File: src/rtl/branch_resolve_unit_pkg.sv
// Shared CPU types for the branch execution stage: control word layout,
// funct3 encodings and the record held in the result FIFO.
package cpu_pkg;

    localparam int WIDTH   = 31;
    localparam int ROB     = 2;
    localparam int C_WIDTH = 7;

    localparam logic [2:0] BEQ  = 3'b000;
    localparam logic [2:0] BNE  = 3'b001;
    localparam logic [2:0] BLT  = 3'b100;
    localparam logic [2:0] BGE  = 3'b101;
    localparam logic [2:0] BLTU = 3'b110;
    localparam logic [2:0] BGEU = 3'b111;

    typedef struct packed {
        logic [2:0] rsvd;
        logic       jalr;
        logic       jal;
        logic [2:0] funct3;
    } branch_ctrl_t;

    typedef struct packed {
        logic [ROB:0]   rob;
        logic [WIDTH:0] link;
        logic [WIDTH:0] redirect;
        logic           mispredict;
        logic           taken;
        logic [WIDTH:0] pc;
    } branch_result_t;

endpackage

File: src/rtl/branch_resolve_unit_if.sv
// RS-side issue and CDB-side broadcast signals of the branch resolve unit.
interface branch_resolve_unit_if;
    import cpu_pkg::*;

    logic               valid;
    logic               ready;
    logic [WIDTH:0]     src1;
    logic [WIDTH:0]     src2;
    logic [C_WIDTH:0]   instrInfo;
    logic [ROB:0]       instrRob;
    logic [WIDTH:0]     predictedAddress;
    logic [WIDTH:0]     targetAddress;
    logic [WIDTH:0]     fallThrough;
    logic               cdbRequest;
    logic               cdbGrant;
    logic [ROB:0]       cdbRob;
    logic [WIDTH:0]     cdbValue;
    logic               mispredict;
    logic [WIDTH:0]     redirectPC;
    logic               btbUpdate;
    logic [WIDTH:0]     btbPC;
    logic [WIDTH:0]     btbTarget;

    modport master (
        output valid, src1, src2, instrInfo, instrRob, predictedAddress,
               targetAddress, fallThrough, cdbGrant,
        input  ready, cdbRequest, cdbRob, cdbValue, mispredict, redirectPC,
               btbUpdate, btbPC, btbTarget
    );

    modport slave (
        input  valid, src1, src2, instrInfo, instrRob, predictedAddress,
               targetAddress, fallThrough, cdbGrant,
        output ready, cdbRequest, cdbRob, cdbValue, mispredict, redirectPC,
               btbUpdate, btbPC, btbTarget
    );

endinterface

File: src/rtl/branch_resolve_unit_compare.sv
// Combinational branch resolution: direction, correct next PC and mispredict.
module branch_compare
    import cpu_pkg::*;
(
    input  logic [WIDTH:0] src1,
    input  logic [WIDTH:0] src2,
    input  branch_ctrl_t   ctrl,
    input  logic [WIDTH:0] target_address,
    input  logic [WIDTH:0] fall_through,
    input  logic [WIDTH:0] predicted_address,
    output logic           taken,
    output logic [WIDTH:0] redirect,
    output logic           mispredict
);

    logic [WIDTH:0] jalr_sum;
    logic [WIDTH:0] target;
    logic           unused_rsvd;

    assign unused_rsvd = ^ctrl.rsvd;
    assign jalr_sum    = src1 + src2;

    always_comb begin
        taken  = 1'b0;
        target = target_address;
        if (ctrl.jalr) begin
            taken  = 1'b1;
            target = {jalr_sum[WIDTH:1], 1'b0};
        end else if (ctrl.jal) begin
            taken  = 1'b1;
        end else begin
            case (ctrl.funct3)
                BEQ:     taken = (src1 == src2);
                BNE:     taken = (src1 != src2);
                BLT:     taken = ($signed(src1) <  $signed(src2));
                BGE:     taken = ($signed(src1) >= $signed(src2));
                BLTU:    taken = (src1 <  src2);
                BGEU:    taken = (src1 >= src2);
                default: taken = 1'b0;
            endcase
        end
    end

    assign redirect   = taken ? target : fall_through;
    assign mispredict = (redirect != predicted_address);

endmodule

File: src/rtl/branch_resolve_unit.sv
// Branch execution stage: resolves the issued branch, queues the result and
// broadcasts the FIFO head on the CDB when granted.
module branch_resolve_unit
    import cpu_pkg::*;
#(
    parameter int DEPTH = 2
) (
    input  logic                 clk,
    input  logic                 clear,
    input  logic                 flush,
    branch_resolve_unit_if.slave bus
);

    localparam int PTR_W = $clog2(DEPTH);
    localparam logic [PTR_W:0] FULL_COUNT = (PTR_W + 1)'(DEPTH);

    branch_result_t   mem_reg [DEPTH];
    branch_result_t   head;
    branch_result_t   res;
    logic [PTR_W-1:0] head_ptr_reg;
    logic [PTR_W-1:0] tail_ptr_reg;
    logic [PTR_W:0]   count_reg;
    logic [PTR_W:0]   count_next;
    logic             btb_update_reg;
    logic [WIDTH:0]   btb_pc_reg;
    logic [WIDTH:0]   btb_target_reg;
    logic             push;
    logic             pop;
    logic             req;

    branch_compare u_compare (
        .src1              (bus.src1),
        .src2              (bus.src2),
        .ctrl              (branch_ctrl_t'(bus.instrInfo)),
        .target_address    (bus.targetAddress),
        .fall_through      (bus.fallThrough),
        .predicted_address (bus.predictedAddress),
        .taken             (res.taken),
        .redirect          (res.redirect),
        .mispredict        (res.mispredict)
    );

    assign res.rob  = bus.instrRob;
    assign res.link = bus.fallThrough;
    assign res.pc   = bus.fallThrough - 32'd4;

    assign req       = (count_reg != '0);
    assign bus.ready = (count_reg < FULL_COUNT) || bus.cdbGrant;
    assign push      = bus.valid && bus.ready && !flush;
    assign pop       = bus.cdbGrant && req && !flush;

    always_comb begin
        count_next = count_reg;
        case ({push, pop})
            2'b10:   count_next = count_reg + 1'b1;
            2'b01:   count_next = count_reg - 1'b1;
            default: count_next = count_reg;
        endcase
    end

    // Storage has no reset; the head outputs are masked whenever the FIFO is empty.
    generate
        for (genvar gi = 0; gi < DEPTH; gi++) begin : g_entry
            always_ff @(posedge clk) begin
                if (push && (tail_ptr_reg == PTR_W'(gi))) begin
                    mem_reg[gi] <= res;
                end
            end
        end
    endgenerate

    always_ff @(posedge clk) begin
        if (clear || flush) begin
            head_ptr_reg <= '0;
            tail_ptr_reg <= '0;
            count_reg    <= '0;
        end else begin
            if (push) tail_ptr_reg <= tail_ptr_reg + 1'b1;
            if (pop)  head_ptr_reg <= head_ptr_reg + 1'b1;
            count_reg <= count_next;
        end
    end

    // Flush does not cancel the BTB write of an entry popped on the prior cycle.
    always_ff @(posedge clk) begin
        if (clear) begin
            btb_update_reg <= 1'b0;
            btb_pc_reg     <= '0;
            btb_target_reg <= '0;
        end else begin
            btb_update_reg <= pop && head.taken;
            if (pop) begin
                btb_pc_reg     <= head.pc;
                btb_target_reg <= head.redirect;
            end
        end
    end

    assign head           = mem_reg[head_ptr_reg];
    assign bus.cdbRequest = req;
    assign bus.cdbRob     = req ? head.rob        : '0;
    assign bus.cdbValue   = req ? head.link       : '0;
    assign bus.redirectPC = req ? head.redirect   : '0;
    assign bus.mispredict = req && head.mispredict;
    assign bus.btbUpdate  = btb_update_reg;
    assign bus.btbPC      = btb_pc_reg;
    assign bus.btbTarget  = btb_target_reg;

endmodule

File: src/flat_wrapper.sv
// flat-port wrapper written by rule: the top's interface ports become plain ports
module branch_resolve_unit_flat import cpu_pkg::*;
#(
    parameter int DEPTH = 2
)
  (clk, clear, flush, bus_valid, bus_src1, bus_src2, bus_instrInfo, bus_instrRob, bus_predictedAddress, bus_targetAddress, bus_fallThrough, bus_cdbGrant, bus_ready, bus_cdbRequest, bus_cdbRob, bus_cdbValue, bus_mispredict, bus_redirectPC, bus_btbUpdate, bus_btbPC, bus_btbTarget);
  branch_resolve_unit_if bus_i ();
  input  logic clk;
  input  logic clear;
  input  logic flush;
  input wire logic [$bits(bus_i.valid)-1:0] bus_valid;
  input wire logic [$bits(bus_i.src1)-1:0] bus_src1;
  input wire logic [$bits(bus_i.src2)-1:0] bus_src2;
  input wire logic [$bits(bus_i.instrInfo)-1:0] bus_instrInfo;
  input wire logic [$bits(bus_i.instrRob)-1:0] bus_instrRob;
  input wire logic [$bits(bus_i.predictedAddress)-1:0] bus_predictedAddress;
  input wire logic [$bits(bus_i.targetAddress)-1:0] bus_targetAddress;
  input wire logic [$bits(bus_i.fallThrough)-1:0] bus_fallThrough;
  input wire logic [$bits(bus_i.cdbGrant)-1:0] bus_cdbGrant;
  output wire logic [$bits(bus_i.ready)-1:0] bus_ready;
  output wire logic [$bits(bus_i.cdbRequest)-1:0] bus_cdbRequest;
  output wire logic [$bits(bus_i.cdbRob)-1:0] bus_cdbRob;
  output wire logic [$bits(bus_i.cdbValue)-1:0] bus_cdbValue;
  output wire logic [$bits(bus_i.mispredict)-1:0] bus_mispredict;
  output wire logic [$bits(bus_i.redirectPC)-1:0] bus_redirectPC;
  output wire logic [$bits(bus_i.btbUpdate)-1:0] bus_btbUpdate;
  output wire logic [$bits(bus_i.btbPC)-1:0] bus_btbPC;
  output wire logic [$bits(bus_i.btbTarget)-1:0] bus_btbTarget;
  assign bus_i.valid = bus_valid;
  assign bus_i.src1 = bus_src1;
  assign bus_i.src2 = bus_src2;
  assign bus_i.instrInfo = bus_instrInfo;
  assign bus_i.instrRob = bus_instrRob;
  assign bus_i.predictedAddress = bus_predictedAddress;
  assign bus_i.targetAddress = bus_targetAddress;
  assign bus_i.fallThrough = bus_fallThrough;
  assign bus_i.cdbGrant = bus_cdbGrant;
  assign bus_ready = bus_i.ready;
  assign bus_cdbRequest = bus_i.cdbRequest;
  assign bus_cdbRob = bus_i.cdbRob;
  assign bus_cdbValue = bus_i.cdbValue;
  assign bus_mispredict = bus_i.mispredict;
  assign bus_redirectPC = bus_i.redirectPC;
  assign bus_btbUpdate = bus_i.btbUpdate;
  assign bus_btbPC = bus_i.btbPC;
  assign bus_btbTarget = bus_i.btbTarget;
  branch_resolve_unit #(.DEPTH(DEPTH)) u_core (.clk(clk), .clear(clear), .flush(flush), .bus(bus_i));
endmodule
File: config.mk
export PLATFORM = sky130hd
export DESIGN_NAME = branch_resolve_unit_flat
export DESIGN_NICKNAME = d
export VERILOG_FILES = /design/src/rtl/branch_resolve_unit_pkg.sv /design/src/rtl/branch_resolve_unit_if.sv /design/src/rtl/branch_resolve_unit_compare.sv /design/src/rtl/branch_resolve_unit.sv /design/src/flat_wrapper.sv
export SDC_FILE = /design/constraint.sdc
export NUM_CORES = 1
export LEC_CHECK = 0
export ABC_AREA = 1
export ABC_CLOCK_PERIOD_IN_PS = 9150
export CORE_MARGIN = 10
export CORE_UTILIZATION = 50
export CTS_BUF_LIST = sky130_fd_sc_hd__clkbuf_8
export DETAILED_ROUTE_END_ITERATION = 16
export GPL_TIMING_DRIVEN = 0
export HOLD_SLACK_MARGIN = 0.03
export MAX_ROUTING_LAYER = met4
export PLACE_DENSITY = 0.81
export REMOVE_ABC_BUFFERS = 1
export SLEW_MARGIN = 10
export SYNTH_ARGS = -nofsm -noshare
export SYNTH_HDL_FRONTEND = slang
export SYNTH_SLANG_ARGS = --single-unit
export TNS_END_PERCENT = 20
File: constraint.sdc
create_clock -name clk -period 9.15 [get_ports clk]
set_clock_uncertainty 0.2 [all_clocks]
set_input_delay 1.83 -clock clk [delete_from_list [all_inputs] [get_ports clk]]
set_output_delay 1.83 -clock clk [all_outputs]
set_load 0.1 [all_outputs]
==> reports/metrics.yaml <==
outcome: "completed"
synth_compound_area_share_pct: 11.85
finalHoldViolCount: 0
synthXorXnorAreaFrac_pct: 1.844
clockBufferDepth: 3
async_flop_share_pct: 0
synth_top_area_share_pct: 40.38
rows: 62
synthAdderAreaFrac_pct: 5.659
setup_violations: 0
synth_largest_area_cell: "edfxtp_1"
yosys.area_share.simple_pct: 22.05
worstPathRequired_ns: 9.23
port_buffers: 307
cts.sinks: 268
finalPower_mw: 2.985
core_um2: 28860
drt_iter0_markers: 1101
grt_start_max_net_pins: 66
rsz0062_at_grt: "no"
worst_pin_slew_ns: 1.139
netlist_area_um2: 14730
clock_latency_ns: 0.55
ys_warn_count: 0
endpoint_kind: "flip-flop"
p_sw_share_pct: 30.36
io_pins: 311
rrSetupSlack_ns: 6.63
antenna_found_initial: 12
cts_resized: 0
max_freq_ghz: 0.1527
yosysSeqAreaShare_pct: 49.89
min_path_type: "reg2reg"
largest_reg_flops: 198
placedCellCount: 2335
clkPwrFrac_pct: 33.1
ant_nets: 0
crit_type: "in2reg"
final_core_util_pct: 66.95
p_int_mw: 2.079
clk_pin_slew_worst_paths_ns: 0.06
vias: 13220
finalMaxSlewViolations: 0
yosysMostFrequentCell: "nand2_1"
area_growth_syn_to_layout_pct: 31.20
power.density_nw_per_um2: 154.5
cp-start-kind: "input pin"
avgSynthCellArea_um2: 8.693
grt_overflow: 0
grt.total_usage_pct: 24.91
dp_slack_ns: 2.047
drc: 0
grt_pass1_wl_mm: 70.64
fin_cells: 2427
cts_buffers: 43
detailed_place_hpwl_mm: 34.87
max_cap_violations: 0
routed_wl_mm: 45.93
ys_types: 37
cts_hold_buf: 0
pwr-share-comb_pct: 21.3
synth_common_cells: "nand2_1, edfxtp_1, inv_1"
grt_pass1_vias: 13010
wire_per_inst_um: 18.92
vias_per_cell: 5.449
cts_tree: "built"
die_h_um: 191.6
period_needed_ns: 6.550
fp.dieW_um: 191.6
synth_mux_area_share_pct: 2.379
dieArea_um2: 36710
h-tree-depth: 2
ys.flop_type: "edfxtp_1"
p_leak_nw: 7.917
ir_drop_mv: 0.09664
arrival_ns: 6.63
power.switching_uw: 906.3
synthCells: 1694
cts_setup_buffers: 0
drtPass1Iterations: 5
synth_top_family_by_area: "simple AND/OR/NAND/NOR gates"
drive_above_1_share_pct: 5.121
fin_crit_sh_pct: 71.58
synthTopCellsByArea: "edfxtp_1, nand2_1, dfxtp_1, ha_1, a21oi_1"
root_buffer: "clkbuf_8"
synth-edff-count: 198
slew_headroom_pct: 23.87
final_nets: 2238
worstPathMaxFanout: 44
fin_ws_ns: 2.600
p_seq_share_pct: 45.7
place.gp.congestion: 0.9172
initial_utilization_pct: 51.03
ys_ff_latch: 268
-- logic make-up after synthesis --
kind of cell	after synthesis
AO/OA/AOI/OAI	298
XOR/XNOR	31
adder cells (fa/ha/maj)	66
buffers and inverters	241
flip-flops	268
multiplexers	35
AND/OR/NAND/NOR	755
-- power groups by stage --
| stage | clock (mW) | sequential, mW | combinational (mW) |
|---|---|---|---|
| after floorplan | 0 | 1.43 | 0.343 |
| after global placement | 0 | 1.39 | 0.604 |
| after detailed placement | 0 | 1.39 | 0.628 |
| after CTS | 0.996 | 1.36 | 0.631 |
| after global routing | 1.06 | 1.37 | 0.694 |
| final | 0.987 | 1.36 | 0.635 |
-- final cells by class --
| class | instances | area (um2) |
|---|---|---|
| antenna | 12 | 30.03 |
| clock buffer | 47 | 646.9 |
| clock inverter | 33 | 180.2 |
| fill | 2266 | 9538 |
| inverter | 172 | 645.6 |
| multi-input combinational | 1185 | 6487 |
| sequential | 268 | 7351 |
| tap | 384 | 480.5 |
| timing repair buffer | 326 | 3498 |
-- placed cells by master, fill, tap and decap left out, types with 3 or more instances in the layout --
cell and instances:
nor3_1 19, o21a_1 69, dfxtp_1 69, inv_1 185, nand3_1 79, clkbuf_8 47, a31oi_1 38, or2_2 7
nor2_1 137, buf_12 12, diode_2 12, nor2_4 6, xor2_1 26, a21o_1 7, o21bai_1 5, ha_1 65
nor4_1 4, clkdlybuf4s50_1 305, nor3_2 3, nand4_1 49, clkinv_1 5, nand3b_1 22, nand2_1 425, buf_16 7
a21oi_1 131, xnor2_1 5, mux2i_1 35, o21ai_0 45, clkinv_2 9, edfxtp_1 198
-- worst max-delay path, cell delays in order --
cell and delay (ns):
clkdlybuf4s50_1 0.48, inv_1 0.05, ha_1 0.35, inv_1 0.11, nor3_1 0.24, nand2_1 0.10
nor2_1 0.26, nand2_1 0.17, nand2_1 0.08, o21ai_1 0.06, inv_1 0.05, nand3_1 0.11
nor2_4 0.87, nand3_4 0.77, nand2_1 0.29, nand2_1 0.12, nand2_1 0.07, nand2_1 0.05
inv_1 0.05, nand2_1 0.05, nor2_1 0.09, nand2_1 0.08, nor2_1 0.15, nand2_1 0.10
-- worst paths after layout --
check                       from                 endpoint  depth (start not counted)
max                 bus_src2[13]    u_core.mem_reg[1][33]                         24
min          u_core.bus.btbPC[3]      u_core.bus.btbPC[3]                          1
max reg2reg  u_core.count_reg[0]  u_core.bus.btbTarget[3]                          9
min reg2reg  u_core.bus.btbPC[3]      u_core.bus.btbPC[3]                          1
-- per-layer routing --
| layer | track usage (%) | up-vias | routed length [um] |
|---|---|---|---|
| met4 | 9.706 | 0 | 1353 |
| li1 | - | 6390 | - |
| met5 | - | - | 0 |
| met3 | 3.192 | 95 | 2908 |
| met2 | 41.42 | 530 | 22840 |
| met1 | 30.41 | 6209 | 18820 |
-- per-stage QoR --
stage                     hold slack, ns  setup TNS, ns  instance area (um2)
after floorplan                   0.2474              0                14440
after global placement            0.2457        -237.69                17990
after detailed placement          0.2518              0                18460
after CTS                         0.2662              0                19290
after global routing              0.2789              0                19320
final                             0.2631              0                19320
No activity file was read; power rests on OpenSTA's default activity.
